<file path="src/rtl/random_walker.sv">
// Random-walk sprite mover: holds a direction for HOLD_TICKS ticks, then
// redraws it and steps SPEED pixels inside a clamp/bounce rectangle.
module random_walker #(
  parameter int COORD_W    = 11,
  parameter int START_X    = 45,
  parameter int START_Y    = 85,
  parameter int LIM_LEFT   = 45,
  parameter int LIM_RIGHT  = 635,
  parameter int LIM_UP     = 85,
  parameter int LIM_DOWN   = 400,
  parameter int SPEED      = 1,
  parameter int HOLD_TICKS = 4,
  parameter int BOUNCE     = 1
) (
  input  logic               CLK,
  input  logic               RESETn,
  input  logic               timer_done,
  input  logic               enable,
  input  logic               freeze,
  input  logic               respawn,
  input  logic [15:0]        random,
  output logic [COORD_W-1:0] ObjectStartX,
  output logic [COORD_W-1:0] ObjectStartY,
  output logic [1:0]         direction,
  output logic               wall_hit
);

  if (START_X < LIM_LEFT || START_X > LIM_RIGHT) begin : g_bad_x
    $error("START_X outside [LIM_LEFT, LIM_RIGHT]");
  end
  if (START_Y < LIM_UP || START_Y > LIM_DOWN) begin : g_bad_y
    $error("START_Y outside [LIM_UP, LIM_DOWN]");
  end
  if (SPEED < 1) begin : g_bad_speed
    $error("SPEED must be >= 1");
  end
  if (HOLD_TICKS < 1) begin : g_bad_hold
    $error("HOLD_TICKS must be >= 1");
  end

  localparam int HW = (HOLD_TICKS > 1) ? $clog2(HOLD_TICKS) : 1;
  localparam int SW = COORD_W + 2;

  localparam logic signed [SW-1:0] SPD = SW'(SPEED);
  localparam logic signed [SW-1:0] XLO = SW'(LIM_LEFT);
  localparam logic signed [SW-1:0] XHI = SW'(LIM_RIGHT);
  localparam logic signed [SW-1:0] YLO = SW'(LIM_UP);
  localparam logic signed [SW-1:0] YHI = SW'(LIM_DOWN);

  localparam logic [COORD_W-1:0] X0 = COORD_W'(START_X);
  localparam logic [COORD_W-1:0] Y0 = COORD_W'(START_Y);
  localparam logic [HW-1:0] HOLD_LAST = HW'(HOLD_TICKS - 1);

  typedef enum logic [1:0] {
    PARKED,
    HOLD,
    PICK
  } state_t;

  state_t state_q, state_d;

  logic [HW-1:0]      hold_q, hold_d;
  logic [COORD_W-1:0] x_q, x_d;
  logic [COORD_W-1:0] y_q, y_d;
  logic [1:0]         dir_q, dir_d;
  logic               hit_q, hit_d;

  logic [1:0]         dir_eff;
  logic               horiz;
  logic               clamp_lo;
  logic               clamp_hi;
  logic signed [SW-1:0] cur, lo, hi, tgt, pos;

  // Only a HOLD state reuses the stored direction; PICK and PARKED redraw.
  assign dir_eff  = (state_q == HOLD) ? dir_q : random[1:0];
  assign horiz    = ~dir_eff[1];
  assign cur      = horiz ? signed'({2'b00, x_q})
                          : signed'({2'b00, y_q});
  assign lo       = horiz ? XLO : YLO;
  assign hi       = horiz ? XHI : YHI;
  assign tgt      = dir_eff[0] ? cur + SPD : cur - SPD;
  assign clamp_lo = tgt < lo;
  assign clamp_hi = tgt > hi;
  assign pos      = clamp_lo ? lo : (clamp_hi ? hi : tgt);

  always_comb begin
    state_d = state_q;
    hold_d  = hold_q;
    x_d     = x_q;
    y_d     = y_q;
    dir_d   = dir_q;
    hit_d   = 1'b0;
    if (respawn) begin
      state_d = PICK;
      hold_d  = '0;
      x_d     = X0;
      y_d     = Y0;
      dir_d   = 2'd0;
    end else if (!enable) begin
      state_d = PARKED;
      hold_d  = '0;
    end else if (!freeze) begin
      if (timer_done) begin
        if (state_q == HOLD) begin
          hold_d  = hold_q - HW'(1);
          state_d = (hold_q == HW'(1)) ? PICK : HOLD;
        end else begin
          hold_d  = HOLD_LAST;
          state_d = (HOLD_TICKS == 1) ? PICK : HOLD;
        end
        if (horiz) x_d = pos[COORD_W-1:0];
        else       y_d = pos[COORD_W-1:0];
        hit_d = clamp_lo | clamp_hi;
        if (hit_d && BOUNCE != 0)
          dir_d = {dir_eff[1], ~dir_eff[0]};
        else
          dir_d = dir_eff;
      end else if (state_q == PARKED) begin
        state_d = PICK;
      end
    end
  end

  always_ff @(posedge CLK or negedge RESETn) begin
    if (!RESETn) begin
      state_q <= PICK;
      hold_q  <= '0;
      x_q     <= X0;
      y_q     <= Y0;
      dir_q   <= 2'd0;
      hit_q   <= 1'b0;
    end else begin
      state_q <= state_d;
      hold_q  <= hold_d;
      x_q     <= x_d;
      y_q     <= y_d;
      dir_q   <= dir_d;
      hit_q   <= hit_d;
    end
  end

  assign ObjectStartX = x_q;
  assign ObjectStartY = y_q;
  assign direction    = dir_q;
  assign wall_hit     = hit_q;

  logic unused_bits;
  assign unused_bits = ^{random[15:2], pos[SW-1:COORD_W]};

endmodule

</file>
<file path="config.mk">
export PLATFORM = sky130hd
export DESIGN_NAME = random_walker
export DESIGN_NICKNAME = d
export VERILOG_FILES = /design/src/rtl/random_walker.sv
export SDC_FILE = /design/constraint.sdc
export NUM_CORES = 1
export LEC_CHECK = 0
export ABC_CLOCK_PERIOD_IN_PS = 4350
export BUFFER_PORTS_ARGS = -buffer_cell sky130_fd_sc_hd__buf_2
export CORE_MARGIN = 4
export CORE_UTILIZATION = 27
export CTS_CLUSTER_DIAMETER = 200
export CTS_CLUSTER_SIZE = 30
export DETAILED_ROUTE_END_ITERATION = 7
export MAX_ROUTING_LAYER = met4
export SYNTH_ARGS = -nofsm -noshare
export SYNTH_HDL_FRONTEND = slang
export SYNTH_SLANG_ARGS = --single-unit
</file>
<file path="constraint.sdc">
create_clock -name CLK -period 4.35 [get_ports CLK]
set_clock_uncertainty 0.2 [all_clocks]
set_input_delay 0 -clock CLK [delete_from_list [all_inputs] [get_ports CLK]]
set_output_delay 0 -clock CLK [all_outputs]
set_load 0.02 [all_outputs]
</file>
; ---- Word level (Yosys, flattened, before mapping)
; Index checks and enable logic that the tools add are counted.
[totals]
regBits = 29
inputBits = 22
out_inout_bits = 25
word_cells = 67
[op_classes]
n_addsub = 3
n_lt_le_gt_ge = 2
n_eq_ne = 7
n_mux = 38
bitwise = 2
reduce_logical = 9
[ops]
columns = op, count
row1 = 11-bit two-way mux, 13
row2 = 2-bit two-way mux, 17
row3 = 13-bit by 11-bit > comparator with 1-bit output, 1
row4 = 13-bit by 8-bit < comparator with 1-bit output, 1
row5 = 13-bit two-way mux, 1
row6 = "11-bit by 1-bit adder with 12-bit output, second input constant", 1
row7 = "11-bit by 1-bit subtractor with 12-bit output, second input constant", 1
row8 = 10-bit two-way mux, 1
row9 = 4-bit AND reduction, 2
row10 = 7-bit two-way mux, 1
row11 = "3-bit by 2-bit != test with 1-bit output, second input constant", 2
row12 = 2-bit nonzero test, 3
row13 = 1-bit two-way mux, 5
row14 = "2-bit by 1-bit == test with 1-bit output, second input constant", 2
row15 = "4-bit by 2-bit != test with 1-bit output, second input constant", 1
row16 = 2-bit AND reduction, 2
row17 = 3-bit AND reduction, 1
row18 = 2-bit zero test, 1
row19 = "2-bit by 1-bit != test with 1-bit output, second input constant", 1
row20 = "2-bit != test, second input constant", 1
row21 = "2-bit by 1-bit subtractor with 2-bit output, second input constant", 1
row22 = 1-bit inverter, 1
row23 = 1-bit bitwise OR, 1

; ---- Longest topological paths before layout
[logic_depth]
depth_word = 13
depth_mapped = 22
depth_no_buf = 19

; ---- Worst setup path after synthesis
; OpenSTA, ideal clock, no wires.
[synth_timing]
path_type = reg2reg
start = reg state_q[1]
end = reg dir_q[0] (netlist: direction[0])
arrival_ns = 4.459
slack_ns = -0.439
path_stages_with_launch = 22
path_buffers = 3
path_cell_list = dfstp_2 -> and3b_2 -> a21o_4 -> inv_1 -> buf_2 -> buf_1 -> mux2i_1 -> inv_1 -> ha_1 -> nand2_1 -> nor2_1 -> a32o_1 -> xnor2_1 -> ha_1 -> nand3_1 -> nor2_1 -> nor4bb_1 -> mux2_2 -> o31a_1 -> buf_4 -> a211oi_1 -> nor4_2
[synth_via]
elab_chain_len = 12
[synth_lines]
columns = element, line_no
row1 = "start, declared", 60  ; state_t state_q, state_d;
row2 = "start signal, assigned", 133  ; state_q <= state_d;
row3 = 2-bit by 1-bit == test with 1-bit output (*), 75  ; assign dir_eff = (state_q == HOLD) ? dir_q : random[1:0];
row4 = 2-bit two-way mux (*), 75
row5 = 11-bit two-way mux, 77  ; assign cur = horiz ? signed'({2'b00, x_q})
row6 = 11-bit by 1-bit subtractor with 12-bit output / 11-bit by 1-bit adder with 12-bit output (equally long branches), 81  ; assign tgt = dir_eff[0] ? cur + SPD : cur - SPD;
row7 = 13-bit two-way mux, 81
row8 = 13-bit by 8-bit < comparator with 1-bit output / 13-bit by 11-bit > comparator with 1-bit output (equally long branches), "82, 83"
row9 = 1-bit bitwise OR, 113  ; hit_d = clamp_lo | clamp_hi;
row10 = 1-bit two-way mux (*), 114  ; if (hit_d && BOUNCE != 0)
row11 = 2-bit two-way mux (*), 103  ; if (timer_done) begin
row12 = 2-bit two-way mux (*), 102  ; end else if (!freeze) begin
row13 = 2-bit two-way mux (*), 99  ; end else if (!enable) begin
row14 = 2-bit two-way mux (*), 93  ; if (respawn) begin
row15 = "end signal, assigned", 137  ; dir_q <= dir_d;
row16 = "end, declared", 65  ; logic [1:0] dir_q, dir_d;
; Every way passes the cells marked *; elsewhere a longest branch is shown, timed or not. The select of a mux whose other input is x is not followed.
; A chain may end at the register's enable or synchronous reset.

; ---- Worst setup path in the final report
[layout_timing]
start = reg state_q[1]
end = reg x_q[7] (netlist: ObjectStartX[7])
[layout_via]
elab_chain_len = 13
[layout_lines]
columns = element, line_no
row1 = 2-bit by 1-bit == test with 1-bit output (*), 75
row2 = 2-bit two-way mux (*), 75
row3 = 11-bit two-way mux, 77
row4 = 11-bit by 1-bit subtractor with 12-bit output / 11-bit by 1-bit adder with 12-bit output (equally long branches), 81
row5 = 13-bit two-way mux, 81
row6 = 13-bit by 11-bit > comparator with 1-bit output, 83  ; assign clamp_hi = tgt > hi;
row7 = 11-bit two-way mux (2 in a row), 84  ; assign pos = clamp_lo ? lo : (clamp_hi ? hi : tgt);
row8 = 11-bit two-way mux, 111  ; if (horiz) x_d = pos[COORD_W-1:0];
row9 = 11-bit two-way mux, 103
row10 = 11-bit two-way mux, 102
row11 = 11-bit two-way mux, 99
row12 = 11-bit two-way mux, 93
row13 = "end signal, assigned", 128  ; x_q <= X0;
row14 = "end signal, assigned", 135  ; x_q <= x_d;
row15 = "end, declared", 63  ; logic [COORD_W-1:0] x_q, x_d;
; Marked as above.

==> impl_results.md <==
- HPWL Detailed: 5790 um
- Critical path type: flop to flop
- Antenna violations before repair: 0
- Hold crit path type: input pin to flop
- CP Max Fanout: 5
- Fillers: 916
- Diode count: 0
- # clock sinks: 29
- Outcome: finished, final reports clean
- Port buffer count: 32
- TritonCTS Buffers: 5
- EDFF count, synth: 0
- Highest-count cells in the layout ignoring fill and taps: buf_2, buf_4, nor2_1
- Bufs on Longest Clock Path: 2
- Routability cong.: 0.967
- Via count: 2518
- Syn Inst Count: 280
- Setup WS pre-CTS: 0.0680 ns
- Area delta synth->final: 33.2%
- First-pass GRT wire length: 12400 um
- Synth Warn #: 0
- Crit path DAT: 4.22 ns
- Peak supply drop: 0.0787 mV
- Hold WS: 0.00976 ns
- Final worst-path cycle share: 97.7%
- Die ar.: 10700 sq um
- Die Y: 103 um
- Power after layout: 0.684 mW
- Final core utilization: 37.2%
- DRC Markers: 0
- Register bit total from synthesis: 29
- Top FF cell, synth: dfrtp_1
- GRT Resource Usage Total: 15.5%
- CTS tree: yes
- Required @ worst endpoint: 4.32 ns
- Initial Util: 28.0%
- Endpoints failing setup: 0
- Synth Net Count: 315
- Post-layout min period: 4.25 ns
- Ratio of cells with drive above 1 in the final layout: 36.5%
- Overflow after GRT: 0
- Slew Viols, Final: 0
- ANT nets after route: 0
- Clock transition at the registers of the reported paths: 0.06 ns
- Most common cell after layout, fill and taps aside: buf_2
- Hold Fails Final Rpt: 0
- Worst Max-Slew Pin Slew: 0.798 ns
- CP delay by family, top: compound AO/OA/AOI/OAI gates
- Inst Count DP: 435
- Vias per cell: 5.52
- Wire per inst: 17.5 um
- WP buf/inv: 3
- Synth Area per Inst: 8.75 sq um
- Fmax: 235 MHz
- Ys async rst share: 100%
- Critical path cell sequence: and3b_2 -> a21o_4 -> clkinvlp_4 -> mux2i_2 -> inv_2 -> ha_4 -> nand2_4 -> buf_6 -> o22ai_4 -> xnor2_2 -> ha_1 -> a21o_1 -> a21oi_2 -> nor2_1 -> a211o_1 -> nor4_4 -> a21oi_2 -> and2_4 -> a22o_1
- Drt pass-1 iters: 7
- Die X: 103 um
- Share of the yosys chip area belonging to registers: 30.1%
- Critical Path Sink Type: flop
- Final worst slack: 0.101 ns
- CP dominant cell by count: a21oi_2
- RSZ-0062 raised after global routing: true
- Crit start category: flop
- # IOs: 47
- 1st-iter DRT viols: 274
- Slew Limit Headroom: 46.8%
- WL final: 7980 um
- Number of global-route vias before repair: 2405
- Worst skew pair latency: 0.28 ns
- CTS root buffer: clkbuf_8
- Max cap viols: 0
- Largest net degree at the start of global routing: 30
- Cell variety after synth: 64
- H-tree depth: 2
- Row count: 34
- Slowest cell on crit path: dfstp_2
- NumNets Final: 382
- Non-Filler Instances: 456
- Synthesized area: 2450 sq um
- Pwr/cell area: 209 nW/um^2
- Max stage delay on crit path: 0.52 ns
- Leakage Power: 1.45 nW
- CORE AREA: 8760 sq um
-- cell type report --
cell class	count	area [sq um]	share of cell area, %
Clock buffer	8	90.1	2.76
Tap cell	108	135	4.14
Sequential cell	29	737	22.6
Inverter	14	56.3	1.73
Multi-Input combinational cell	227	1750	53.5
Timing Repair Buffer	70	499	15.3
-- worst paths after layout --
check / depth (start not counted) / slack [ns] / endpoint / start
min: 3 / 0.01 / hold_q[1] / timer_done
max reg2reg: 19 / 0.10 / ObjectStartX[7] / state_q[1]
max: 19 / 0.10 / ObjectStartX[7] / state_q[1]
min in group asynchronous: 2 / 0.09 / ObjectStartX[10] / RESETn
min reg2reg: 1 / 0.29 / hold_q[0] / hold_q[0]
max in group asynchronous: 2 / 3.45 / ObjectStartY[1] / RESETn
-- kinds of logic (layout without fill, tap and decap cells) --
family | Yosys count | in the layout | share of synthesized area [%]
AO/OA/AOI/OAI | 78 | 78 | 22.6
multiplexers | 21 | 21 | 9.55
XOR/XNOR | 7 | 7 | 2.81
adder cells (fa/ha/maj) | 13 | 13 | 6.64
buffers and inverters | 24 | 92 | 4.44
flip-flops | 29 | 29 | 30.1
AND/OR/NAND/NOR | 108 | 108 | 23.9
-- what timing repair did --
item                                    CTS  global route
endpoints found under the hold margin    35             0
endpoints found under the setup margin    0            22
hold buffers                              5             0
setup buffers                             0             7
resized for setup                         0            31
-- metal layers --
| layer | vias up | global-route usage, % | routed length (um) |
|---|---|---|---|
| li1 | 1170 | - | - |
| met1 | 1198 | 20.4 | 3400 |
| met2 | 125 | 24.0 | 3710 |
| met3 | 25 | 2.62 | 604 |
| met4 | 0 | 5.28 | 274 |
| met5 | - | - | 0 |
-- cells in the mapped netlist, drive strengths merged (2+ instances only) --
cell    number  area (sq um)
o21ai       11          58.8
buf          8          48.8
nand2b       5          33.8
or2          2          12.5
nor3         6          30.0
inv         14          52.6
and4         3          28.8
dfstp        9           236
mux2         4          52.6
and2         6          40.0
o31ai        2          15.0
ha          13           163
a21oi       22           118
and3         2          12.5
nor4         4          46.3
nand4        5          31.3
dfrtp       20           500
nand3        9          45.0
o31a         3          26.3
clkbuf       2          7.51
a22o         8          70.1
nand2       24          90.1
nor2b        5          31.3
o22ai        3          25.0
a32o         2          20.0
a31oi        3          18.8
or4          4          33.8
xor2         3          33.8
a22oi        2          15.0
nor2        28           105
xnor2        4          35.0
a21o         8          67.6
mux2i       17           181
a211oi       7          52.6
-- state kept, by name (all words and copies together) (netlist names) --
signal and flops:
ObjectStartX 11, ObjectStartY 11, direction 2, hold_q 2, state_q 2, wall_hit 1
-- worst register-to-register path, stage by stage, from the launching register on --
cell	delay, ns
dfstp_2	0.52
and3b_2	0.21
a21o_4	0.19
clkinvlp_4	0.16
mux2i_2	0.29
inv_2	0.09
ha_4	0.18
nand2_4	0.06
buf_6	0.11
o22ai_4	0.09
xnor2_2	0.16
ha_1	0.32
a21o_1	0.19
a21oi_2	0.11
nor2_1	0.05
a211o_1	0.31
nor4_4	0.41
a21oi_2	0.11
and2_4	0.21
a22o_1	0.18
-- power breakdown --
group          leakage, nW  internal [mW]  switching (mW)  total (mW)
clock               0.0455          0.129           0.103       0.231
sequential           0.372          0.277         0.00655       0.283
combinational         1.04         0.0745          0.0945       0.169
-- stage by stage --
| step | cell area, sq um | TNS [ns] |
|---|---|---|
| global route | 3260 | -0.582 |
| CTS | 3030 | 0 |
| detailed placement | 2890 | 0 |
| finish | 3260 | 0 |
| floorplan | 2480 | 0 |
| global placement | 2890 | 0 |
No activity file was read; power rests on OpenSTA's default activity.
